--- src/rtl/eco32f_pipe_ctrl_pkg.sv ---
// eco32f_pipe_ctrl_pkg: sequencer state encodings, event kinds and exception vector helper
package eco32f_pipe_ctrl_pkg;
  localparam logic [1:0] ECO32F_PCTL_BOOT = 2'd0;
  localparam logic [1:0] ECO32F_PCTL_RUN = 2'd1;
  localparam logic [1:0] ECO32F_PCTL_DRAIN = 2'd2;
  localparam logic [4:0] ECO32F_EXC_UTLB_MISS = 5'd21;
  localparam logic [31:0] ECO32F_VEC_OFF_GEN = 32'd4;
  localparam logic [31:0] ECO32F_VEC_OFF_UTLB = 32'd8;
  typedef enum logic [1:0] {EVT_NONE, EVT_EXC, EVT_RFX, EVT_IRQ} evt_e;
  function automatic logic [31:0] vec_addr(input logic [31:0] base, input logic [4:0] cause);
    return base + (cause == ECO32F_EXC_UTLB_MISS ? ECO32F_VEC_OFF_UTLB : ECO32F_VEC_OFF_GEN);
  endfunction
endpackage

--- src/rtl/eco32f_pipe_ctrl.sv ---
// eco32f_pipe_ctrl: per-stage stall/flush, fetch redirect arbitration and exception entry sequencing
module eco32f_pipe_ctrl
  import eco32f_pipe_ctrl_pkg::*;
#(
  parameter logic [31:0] ROM_BASE = 32'hE0000000,
  parameter logic [31:0] RAM_BASE = 32'hC0000000,
  parameter int IRQ_HOLDOFF = 4
) (
  input  logic        clk,
  input  logic        rst,
  input  logic        id_bubble,
  input  logic        ex_div_busy,
  input  logic        mem_stall_req,
  input  logic        ex_branch_taken,
  input  logic [31:0] ex_branch_target,
  input  logic        mem_valid,
  input  logic        mem_exc,
  input  logic [4:0]  mem_exc_cause,
  input  logic        mem_op_rfx,
  input  logic [31:0] mem_pc,
  input  logic [31:0] rfx_target,
  input  logic        irq_pending,
  input  logic [4:0]  irq_cause,
  input  logic        psw_v,
  output logic        if_stall,
  output logic        id_stall,
  output logic        ex_stall,
  output logic        mem_stall,
  output logic        if_flush,
  output logic        id_flush,
  output logic        ex_flush,
  output logic        mem_flush,
  output logic        pc_redirect,
  output logic [31:0] pc_redirect_addr,
  output logic        exc_take,
  output logic [4:0]  exc_cause,
  output logic [31:0] exc_epc,
  output logic        rfx_take
);
  logic [1:0] state, state_nxt;
  evt_e lat_kind, cur_kind, kind;
  logic [4:0] lat_cause, cur_cause, cause;
  logic [31:0] lat_pc, epc;
  logic [3:0] hold;
  logic boot, run, drain, irq_ok, take, is_exc, branch, flush_all, stall_m, stall_e, latch;
  always_comb begin
    boot = state == ECO32F_PCTL_BOOT;
    run = state == ECO32F_PCTL_RUN;
    drain = state == ECO32F_PCTL_DRAIN;
    irq_ok = irq_pending & mem_valid & ~mem_exc & ~mem_op_rfx & (hold == 4'd0);
    cur_kind = (mem_valid & mem_exc) ? EVT_EXC : (mem_valid & mem_op_rfx) ? EVT_RFX :
               irq_ok ? EVT_IRQ : EVT_NONE;
    cur_cause = cur_kind == EVT_EXC ? mem_exc_cause : irq_cause;
    // In DRAIN the event captured on entry is replayed, not the live memory-stage inputs
    kind = drain ? lat_kind : run ? cur_kind : EVT_NONE;
    cause = drain ? lat_cause : cur_cause;
    epc = drain ? lat_pc : mem_pc;
    take = (kind != EVT_NONE) & ~mem_stall_req;
    is_exc = take & (kind != EVT_RFX);
    latch = run & (cur_kind != EVT_NONE) & mem_stall_req;
    stall_m = mem_stall_req | drain;
    stall_e = stall_m | ex_div_busy;
    branch = run & ex_branch_taken & ~stall_e & ~take;
    flush_all = boot | take;
    mem_flush = flush_all;
    ex_flush = flush_all;
    id_flush = flush_all | branch;
    if_flush = flush_all | branch;
    mem_stall = stall_m & ~mem_flush;
    ex_stall = stall_e & ~ex_flush;
    id_stall = stall_e & ~id_flush;
    if_stall = (stall_e | id_bubble) & ~if_flush;
    pc_redirect = flush_all | branch;
    pc_redirect_addr = boot ? ROM_BASE : ~take ? ex_branch_target :
                       kind == EVT_RFX ? rfx_target : vec_addr(psw_v ? RAM_BASE : ROM_BASE, cause);
    exc_take = is_exc;
    exc_cause = is_exc ? cause : 5'd0;
    exc_epc = is_exc ? epc : 32'd0;
    rfx_take = take & (kind == EVT_RFX);
    state_nxt = boot ? ECO32F_PCTL_RUN : (latch | (drain & mem_stall_req)) ? ECO32F_PCTL_DRAIN : ECO32F_PCTL_RUN;
  end
  always_ff @(posedge clk or negedge rst) begin
    if (!rst) begin
      state <= ECO32F_PCTL_BOOT;
      hold <= 4'd0;
      lat_kind <= EVT_NONE;
      lat_cause <= 5'd0;
      lat_pc <= 32'd0;
    end else begin
      state <= state_nxt;
      if (is_exc) hold <= 4'(IRQ_HOLDOFF);
      else if (!ex_stall && hold != 4'd0) hold <= hold - 4'd1;
      if (latch) begin
        lat_kind <= cur_kind;
        lat_cause <= cur_cause;
        lat_pc <= mem_pc;
      end
    end
  end
endmodule

--- config.mk ---
export PLATFORM = sky130hd
export DESIGN_NAME = eco32f_pipe_ctrl
export DESIGN_NICKNAME = d
export VERILOG_FILES = /design/src/rtl/eco32f_pipe_ctrl_pkg.sv /design/src/rtl/eco32f_pipe_ctrl.sv
export SDC_FILE = /design/constraint.sdc
export NUM_CORES = 1
export LEC_CHECK = 0
export CELL_PAD_IN_SITES_DETAIL_PLACEMENT = 0
export CELL_PAD_IN_SITES_GLOBAL_PLACEMENT = 1
export CORE_ASPECT_RATIO = 1.2
export CORE_UTILIZATION = 25
export CTS_CLUSTER_SIZE = 25
export DETAILED_ROUTE_END_ITERATION = 10
export GPL_TIMING_DRIVEN = 0
export MAX_ROUTING_LAYER = met4
export PLACE_DENSITY = 0.93
export SLEW_MARGIN = 20
export SYNTH_ARGS = -nofsm -noshare
export SYNTH_HDL_FRONTEND = slang
export SYNTH_SLANG_ARGS = --single-unit
--- constraint.sdc ---
create_clock -name clk -period 3 [get_ports clk]
set_clock_uncertainty 0.1 [all_clocks]
set_input_delay 0.6 -clock clk [delete_from_list [all_inputs] [get_ports clk]]
set_output_delay 0.6 -clock clk [all_outputs]
set_load 0.05 [all_outputs]
==> impl_metrics.ini, run 1 <==
[layout]
final-instance-count-excl-fill = 730
layout-drive-gt1-share_pct = 42.6
final_common_cell = clkdlybuf4s50_1
final_util_pct = 53.5
multiInputGateArea_um2 = 1990
register_area_um2 = 1130
area_growth_pct = 109
final_nets = 686
final_cell_mix = 110 x clkdlybuf4s50_1, 81 x nand2_1, 67 x buf_6
fillCellCount = 1062

[floorplan]
ioPinCount = 197
start_util_pct = 25.6
coreArea_um2 = 11500
rows = 43
die_y_um = 121
die_w_um = 101
dieArea_um2 = 12300

[synth]
ys_seq_area_share_pct = 38.1
syn_nets = 457
synthCells = 338
ys_ff_latch = 45
synth_ff_type = dfrtp_1
synth_top_area_share_pct = 38.1
yosys_warnings = 0
async_flop_share_pct = 100
synth_edf_count = 0
synth.largest_area_cell = dfrtp_1
netlist_top_cells_area = dfrtp_1 38%, mux2_2 13%, nand2_1 10%
synth_area_um2 = 2950
syn_area_per_cell_um2 = 8.74
yosysUniqueCellTypes = 42

[global_route]
antenna_found_initial = 5
grt_use_total_pct = 20.7
grt_pass1_wl_um = 18600
grt_max_degree = 27
gr-total-overflow = 0
grt_pass1_vias = 3555

[timing]
finalSetupViolations = 37
period_share_pct = 104
hold_viol = 0
whs_ns = 0.175
tightest_slew_ns = 0.513
slew_headroom_pct = 65.8
slew_viol_final = 0
rsz0062_at_grt = true
fin_ws_ns = -0.114
post-route-min-period_ns = 3.11
max_freq_mhz = 321

[cts]
cts_buffer_depth = 2
cts.clk_slew.worst_paths_ns = 0.07
cts_root_buf = clkbuf_16
htree_levels = 2
cts_buffers = 5
clkLatencyLatePin_ns = 0.28
cts_sinks = 45
cts-hold-fix-buffers = 0
cts_tree = done

[detailed_routing]
avgRoutedWirePerCell_um = 17.7
vias = 3515
wl_um = 12900
drtIter0Drc = 61
drtAntennaViolNets = 0
firstDrtPassIters = 4
via_per_inst = 4.82
drc = 0

[critical_path]
crit_start = mem_valid
required_ns = 2.30
rr_startpoint = hold[0]$_DFFE_PN0P_
cp_data_arrival_time_ns = 2.41
worst_setup_path_start_kind = primary input
crit_fanout = 6
crit_type = in -> out
critPathCaptureType = primary output

[placement]
place.gp.congestion = 0.770
pre_cts_ws_ns = -1.26
dp_hpwl_um = 9570
numPortBuffers = 195
placed_cells = 691

[outcome]
violations = negative setup slack
status = finished, violations left

[worst_hold_path]
min_path_type = in -> async

[power]
fin_total_pwr_mw = 2.86
ir_drop_mv = 0.272
p_leak_nw = 2.64
pwr_density_cell_nw_per_um2 = 464

[flow_run]
cap_viol_max_count = 0
## sequential cells by signal, summed over array words and instances (netlist names)
name	count
lat_cause	5
lat_kind	2
lat_pc	32
state	2
hold	4
## repair_timing
item	CTS	global route
setup buffers	10	10
hold endpoints to repair	0	0
endpoints found under the setup margin	80	78
pin swaps	10	6
cloned	6	2
resized for setup	561	120
## cell usage after synthesis, types with 4 or more instances
master     n
a21o_1     4
a21oi_1   42
a22o_1    27
and2_1     4
buf_2      7
buf_4      5
buf_6      5
clkbuf_1   9
dfrtp_1   45
inv_1      7
mux2_2    33
mux2i_1    6
nand2_1   81
nor2_1    19
o21ai_0   10
## worst max-delay path, stage by stage
cell	delay (ns)
buf_2	0.12
and2_1	0.17
buf_6	0.13
or3_4	0.34
o22ai_4	0.15
buf_6	0.13
nor3_4	0.04
buf_12	0.14
and2_1	0.15
a221o_1	0.27
buf_6	0.16
## layout make-up
class	count	area share, %
timing repair buffer	222	38.3
multi-input combinational	255	32.4
sequential	45	18.3
buffer	29	4.45
tap	157	3.19
clock buffer	5	2.03
inverter	9	0.752
clock inverter	3	0.406
antenna	5	0.203
## worst paths after layout
path / endpoint / slack (ns) / cells after the start
worst max-delay path: pc_redirect_addr[3] / -0.11 / 11
worst min-delay path: lat_pc[7]$_DFFE_PN0N_ / 0.18 / 1
worst max register to register: lat_pc[27]$_DFFE_PN0N_ / 0.56 / 9
worst min register to register: lat_cause[4]$_DFFE_PN0N_ / 0.38 / 2
max in group asynchronous: lat_pc[29]$_DFFE_PN0N_ / 2.10 / 2
min in group clk: lat_cause[4]$_DFFE_PN0N_ / 0.38 / 2
## power breakdown
group	switching [mW]	internal (mW)
clock network	0.251	0.315
registers	0.101	0.785
logic	0.743	0.664
## routing by layer
layer	GRT usage, %	vias to the layer above	share of wire, %
met2	38.1	162	53
met4	6.25	0	1.9
met3	7.89	18	10
li1	-	1645	-
met1	19.6	1690	35
met5	-	-	0
## kinds of logic after synthesis
| family | synth area share, % |
|---|---|
| AOI/OAI and AO/OA | 21.1 |
| and+or+nand+nor | 17.6 |
| buffers and inverters | 7.03 |
| muxes | 14.6 |
| DFF | 38.1 |
| adders and majority gates | 0.847 |
| xor gates and xnor gates | 0.593 |
## per-stage QoR
stage | instance area [µm²] | setup TNS, ns
finish | 6160 | -2.47
CTS | 5650 | -2.35
floorplan | 3010 | -5.33
detailed placement | 5170 | -85.58
global placement | 5150 | -84.89
global route | 6160 | -6.54
Note: power is estimated with default switching activity, not from simulation.
==> inputs of run 2 (changes only) <==
--- a/config.mk
+++ b/config.mk
@@ -13,7 +13,8 @@
 export DETAILED_ROUTE_END_ITERATION = 10
 export GPL_TIMING_DRIVEN = 0
 export MAX_ROUTING_LAYER = met4
-export PLACE_DENSITY = 0.93
+export PLACE_DENSITY = 0.85
+export SKIP_CTS_REPAIR_TIMING = 1
 export SLEW_MARGIN = 20
 export SYNTH_ARGS = -nofsm -noshare
 export SYNTH_HDL_FRONTEND = slang
==> constraint.sdc (replaced) <==
create_clock -name clk -period 3 [get_ports clk]
set_clock_uncertainty 0.1 [all_clocks]
set_input_delay 0.6 -clock clk [delete_from_list [all_inputs] [get_ports clk]]
set_output_delay 0.6 -clock clk [all_outputs]
set_load 0.01 [all_outputs]
==> run 2 against run 1 <==
The run still ends with negative setup slack left. Non-clock buffer count decreased by 14. Power down 19%. Critical path type unchanged. Count of clock-buffer cells in the layout unchanged. Register-to-register slack improved by 0.24 ns. Final area decreased by 13%. Largest power group unchanged. Hold slack gained 0.091 ns. Sequential share of layout area grew 2.8 points.
==> impl_metrics.ini, run 2 (synthesis results as in run 1) <==
[outcome]
status = finished, violations left
violations = negative setup slack

[timing]
whs_ns = 0.267
rsz0062_at_grt = true
max_freq_mhz = 322
fin_ws_ns = -0.102
post-route-min-period_ns = 3.10
slew_viol_final = 0
hold_viol = 0
slew_headroom_pct = 53.1
period_share_pct = 103
tightest_slew_ns = 0.703
finalSetupTns_ns = -2.21
finalSetupViolations = 32

[placement]
numPortBuffers = 195
place.gp.congestion = 0.777
placed_cells = 691
dp_hpwl_um = 8750
pre_cts_ws_ns = -1.08
place_area_um2 = 5120

[layout]
fin_area_um2 = 5340
largest-register = lat_pc
layout-drive-gt1-share_pct = 33.2
final-instance-count-excl-fill = 711
area_growth_pct = 81.0
largest_reg_flops = 32
final_common_cell = clkdlybuf4s50_1
final_util_pct = 46.4
top_regs = lat_pc: 32 flops, lat_cause: 5 flops, hold: 4 flops
final_nets = 672
final_cell_mix = 110 x clkdlybuf4s50_1, 81 x nand2_1, 52 x buf_2

[power]
pwr_density_cell_nw_per_um2 = 431
ir_drop_mv = 0.194
p_leak_nw = 2.61
fin_total_pwr_mw = 2.30

[floorplan]
ioPinCount = 197
die_w_um = 101
start_util_pct = 25.6
rows = 43
die_y_um = 121
coreArea_um2 = 11500
dieArea_um2 = 12300

[critical_path]
critPathCaptureType = primary output
worst_setup_path_start_kind = primary input
slowest_stage = a221o_1
worst_path_largest_cell_delay_ns = 0.41
cp_top_family = simple AND/OR/NAND/NOR gates
path_cells = buf_8 > and4bb_1 > nand3_2 > a221o_1 > buf_6 > nand2b_4 > and2b_4 > buf_6 > a22o_1 > buf_2
critPathBufInv = 4
crit_fanout = 7
crit_top_cell = buf_6
cp_data_arrival_time_ns = 2.40
crit_type = in -> out
required_ns = 2.30

[flow_run]
cap_viol_max_count = 0

[cts]
cts.clk_slew.worst_paths_ns = 0.06
cts_buffer_depth = 2
cts_tree = done
cts_root_buf = clkbuf_16
htree_levels = 2
cts_sinks = 45
clkLatencyLatePin_ns = 0.27
cts_buffers = 5

[global_route]
gr-total-overflow = 0
grt_use_total_pct = 17.8
grt_max_degree = 28
grt_pass1_wl_um = 16500
antenna_found_initial = 2
grt_pass1_vias = 3395

[detailed_routing]
via_per_inst = 4.71
drc = 0
firstDrtPassIters = 4
drtAntennaViolNets = 0
drtIter0Drc = 84
wl_um = 11500
vias = 3347
avgRoutedWirePerCell_um = 16.2

[worst_hold_path]
min_path_type = in -> async
-- run 2: report_power, final --
group / total, mW / internal (mW) / leakage, nW / switching, mW
Combinational: 0.905 / 0.514 / 2.01 / 0.392
Clock: 0.509 / 0.298 / 0.0655 / 0.211
Sequential: 0.888 / 0.786 / 0.535 / 0.102
-- run 2: final timing paths --
check                                               from                  endpoint  slack, ns  cells after the start
worst max-delay path                             mem_exc       pc_redirect_addr[4]      -0.10                     10
worst min-delay path                                 rst    lat_pc[17]$_DFFE_PN0N_       0.27                      1
worst max register to register       hold[1]$_DFFE_PN0P_       hold[3]$_DFFE_PN0P_       0.80                      9
worst min register to register  lat_cause[4]$_DFFE_PN0N_  lat_cause[4]$_DFFE_PN0N_       0.39                      2
max in group asynchronous                            rst        state[0]$_DFF_PN0_       1.98                      2
min in group clk                lat_cause[4]$_DFFE_PN0N_  lat_cause[4]$_DFFE_PN0N_       0.39                      2
-- run 2: area by class of cell --
type | instances | area (µm²)
Sequential cell | 45 | 1130
Clock inverter | 1 | 5.00
Timing Repair Buffer | 209 | 1840
Inverter | 9 | 36.3
Multi-Input combinational cell | 255 | 1760
Fill cell | 1131 | 6170
Buffer | 28 | 249
Tap cell | 157 | 196
Antenna cell | 2 | 5.00
Clock buffer | 5 | 125
-- run 2: worst register-to-register path, delay by kind of cell, from the launching register on --
kind            cells  cell delay [ns]
buf+inv             3             0.43
flops               1             0.38
mux                 1             0.22
simple gates        3             0.42
fa+ha+maj           1             0.16
compound gates      1             0.41
-- run 2: layer usage --
layer / GRT usage (%) / vias to the layer above / wire length (µm) / part of all wire [%]
li1: - / 1606 / - / -
met1: 18.5 / 1589 / 4210 / 37
met2: 33.4 / 145 / 6190 / 54
met3: 4.67 / 7 / 1010 / 8.8
met4: 3.44 / 0 / 88 / 0.77
met5: - / - / 0 / 0
==> inputs of run 3 (changes only) <==
--- a/config.mk
+++ b/config.mk
@@ -9,6 +9,7 @@
 export CELL_PAD_IN_SITES_GLOBAL_PLACEMENT = 1
 export CORE_ASPECT_RATIO = 1.2
 export CORE_UTILIZATION = 25
+export CTS_BUF_LIST = sky130_fd_sc_hd__clkbuf_8
 export CTS_CLUSTER_SIZE = 25
 export DETAILED_ROUTE_END_ITERATION = 10
 export GPL_TIMING_DRIVEN = 0
==> run 3 against run 2 <==
The run still ends with negative setup slack left. Critical path depth stayed put. Global-route usage stayed put. Final area is 0.44% lower. Clock power is 32% lower. First-iteration DRC count is 6.0% higher. Non-clock buffer count is 2 higher. Worst setup slack worse by 0.027 ns. Die area stayed put. Maximum frequency is 0.87% lower. Hold slack worse by 0.018 ns. Flip-flop and latch count stayed put. Wire length is 0.21% higher. Critical endpoint unchanged.
==> impl_metrics.ini, run 3 (synthesis results as in run 1) <==
[timing]
finalSetupViolations = 41
post-route-min-period_ns = 3.13
whs_ns = 0.249
slew_headroom_pct = 53.2
max_freq_mhz = 320
rsz0062_at_grt = true
hold_viol = 0
fin_ws_ns = -0.129
slew_viol_final = 0
tightest_slew_ns = 0.702
period_share_pct = 104

[power]
p_comb_share_pct = 42.5
pwr_density_cell_nw_per_um2 = 404
p_switching_uw = 691
p_int_mw = 1.46
p_leak_nw = 2.60
power_switching_share_pct = 32.2
ir_drop_mv = 0.183
p_clk_share_pct = 16.1
power_frac_seq_pct = 41.3
fin_total_pwr_mw = 2.15

[cts]
htree_levels = 2
clkLatencyLatePin_ns = 0.28
cts.clk_slew.worst_paths_ns = 0.08
cts_buffers = 5
cts_sinks = 45
cts_buffer_depth = 2
cts_root_buf = clkbuf_8
cts_tree = done

[flow_run]
cap_viol_max_count = 0

[outcome]
violations = negative setup slack
status = finished, violations left

[detailed_routing]
drtAntennaViolNets = 0
drtIter0Drc = 89
wl_um = 11500
drc = 0
avgRoutedWirePerCell_um = 16.2
firstDrtPassIters = 4
vias = 3355
via_per_inst = 4.71

[placement]
dp_hpwl_um = 8750
pre_cts_ws_ns = -1.08
place.gp.congestion = 0.777
place_area_um2 = 5120
numPortBuffers = 195

[layout]
largest_reg_flops = 32
largest-register = lat_pc
fillCellCount = 1142
layout-drive-gt1-share_pct = 34.1
final_util_pct = 46.2
fin_area_um2 = 5320
register_area_um2 = 1130
multiInputGateArea_um2 = 1770
top_regs = lat_pc: 32 flops, lat_cause: 5 flops, hold: 4 flops
final_nets = 674
final_common_cell = clkdlybuf4s50_1
area_growth_pct = 80.2
final_cell_mix = 110 x clkdlybuf4s50_1, 81 x nand2_1, 53 x buf_2

[floorplan]
ioPinCount = 197
start_util_pct = 25.6
die_w_um = 101
coreArea_um2 = 11500
rows = 43
die_y_um = 121
dieArea_um2 = 12300

[critical_path]
rrSetupSlack_ns = 0.82
cp_top_family = simple AND/OR/NAND/NOR gates
cp_data_arrival_time_ns = 2.43
critPathCaptureType = primary output
slowest_stage = a221o_1
path_cells = buf_8 > and4bb_1 > nand3_2 > a221o_1 > buf_6 > nand2b_4 > and2b_4 > buf_6 > a22o_1 > buf_2
crit_fanout = 7
required_ns = 2.30
crit_type = in -> out
critPathBufInv = 4
worst_setup_path_start_kind = primary input
crit_top_cell = buf_6
worst_path_largest_cell_delay_ns = 0.43

[global_route]
grt_pass1_vias = 3395
gr-total-overflow = 0
grt_pass1_wl_um = 16500
antenna_found_initial = 2
grt_max_degree = 28
grt_use_total_pct = 17.8

[worst_hold_path]
min_path_type = in -> async
-- run 3: stage by stage --
stage,std cells,TNS [ns]
final,713,-3.16
after global routing,713,-6.98
after CTS,697,-68.21
after detailed placement,691,-67.99
after global placement,690,-70.64
after floorplan,338,0
-- run 3: worst paths after layout --
path | from | end | cells past startpoint
setup / recovery | mem_exc | pc_redirect_addr[4] | 10
hold / removal | rst | lat_pc[17]$_DFFE_PN0N_ | 1
setup reg to reg | hold[0]$_DFFE_PN0P_ | hold[3]$_DFFE_PN0P_ | 9
hold reg to reg | lat_cause[0]$_DFFE_PN0N_ | lat_cause[0]$_DFFE_PN0N_ | 2
max in group asynchronous | rst | state[0]$_DFF_PN0_ | 2
min in group clk | lat_cause[0]$_DFFE_PN0N_ | lat_cause[0]$_DFFE_PN0N_ | 2
-- run 3: layout make-up --
cell class                 count  share of cell area, %
timing repair buffer         211                   34.9
multi-input combinational    255                   33.3
sequential                    45                   21.2
buffer                        28                   4.70
tap                          157                   3.69
clock buffer                   5                   1.29
inverter                       9                  0.682
clock inverter                 1                 0.0941
antenna                        2                 0.0941
-- run 3: worst reg2reg max path, stage by stage, from the launching register on --
cell,delay [ns]
dfrtp_1,0.41
inv_2,0.11
ha_4,0.15
nand3_2,0.14
a221o_1,0.43
inv_2,0.12
buf_6,0.16
nor2_2,0.06
nor4_2,0.22
mux2i_1,0.22
-- run 3: metal layers --
metal | GRT usage (%) | wire length, µm | vias to the layer above
met5 | - | 0 | -
met3 | 4.67 | 1030 | 11
met4 | 3.44 | 88 | 0
met2 | 33.4 | 6230 | 148
met1 | 18.5 | 4170 | 1592
li1 | - | - | 1604
-- run 3: power by group through the flow --
| stage | clock network (mW) | registers [mW] | logic, mW |
|---|---|---|---|
| final | 0.347 | 0.887 | 0.913 |
| after global routing | 0.394 | 0.908 | 1.00 |
| after floorplan | 0 | 0.866 | 0.473 |
| after detailed placement | 0 | 0.893 | 0.903 |
| after CTS | 0.368 | 0.881 | 0.907 |
| after global placement | 0 | 0.880 | 0.882 |
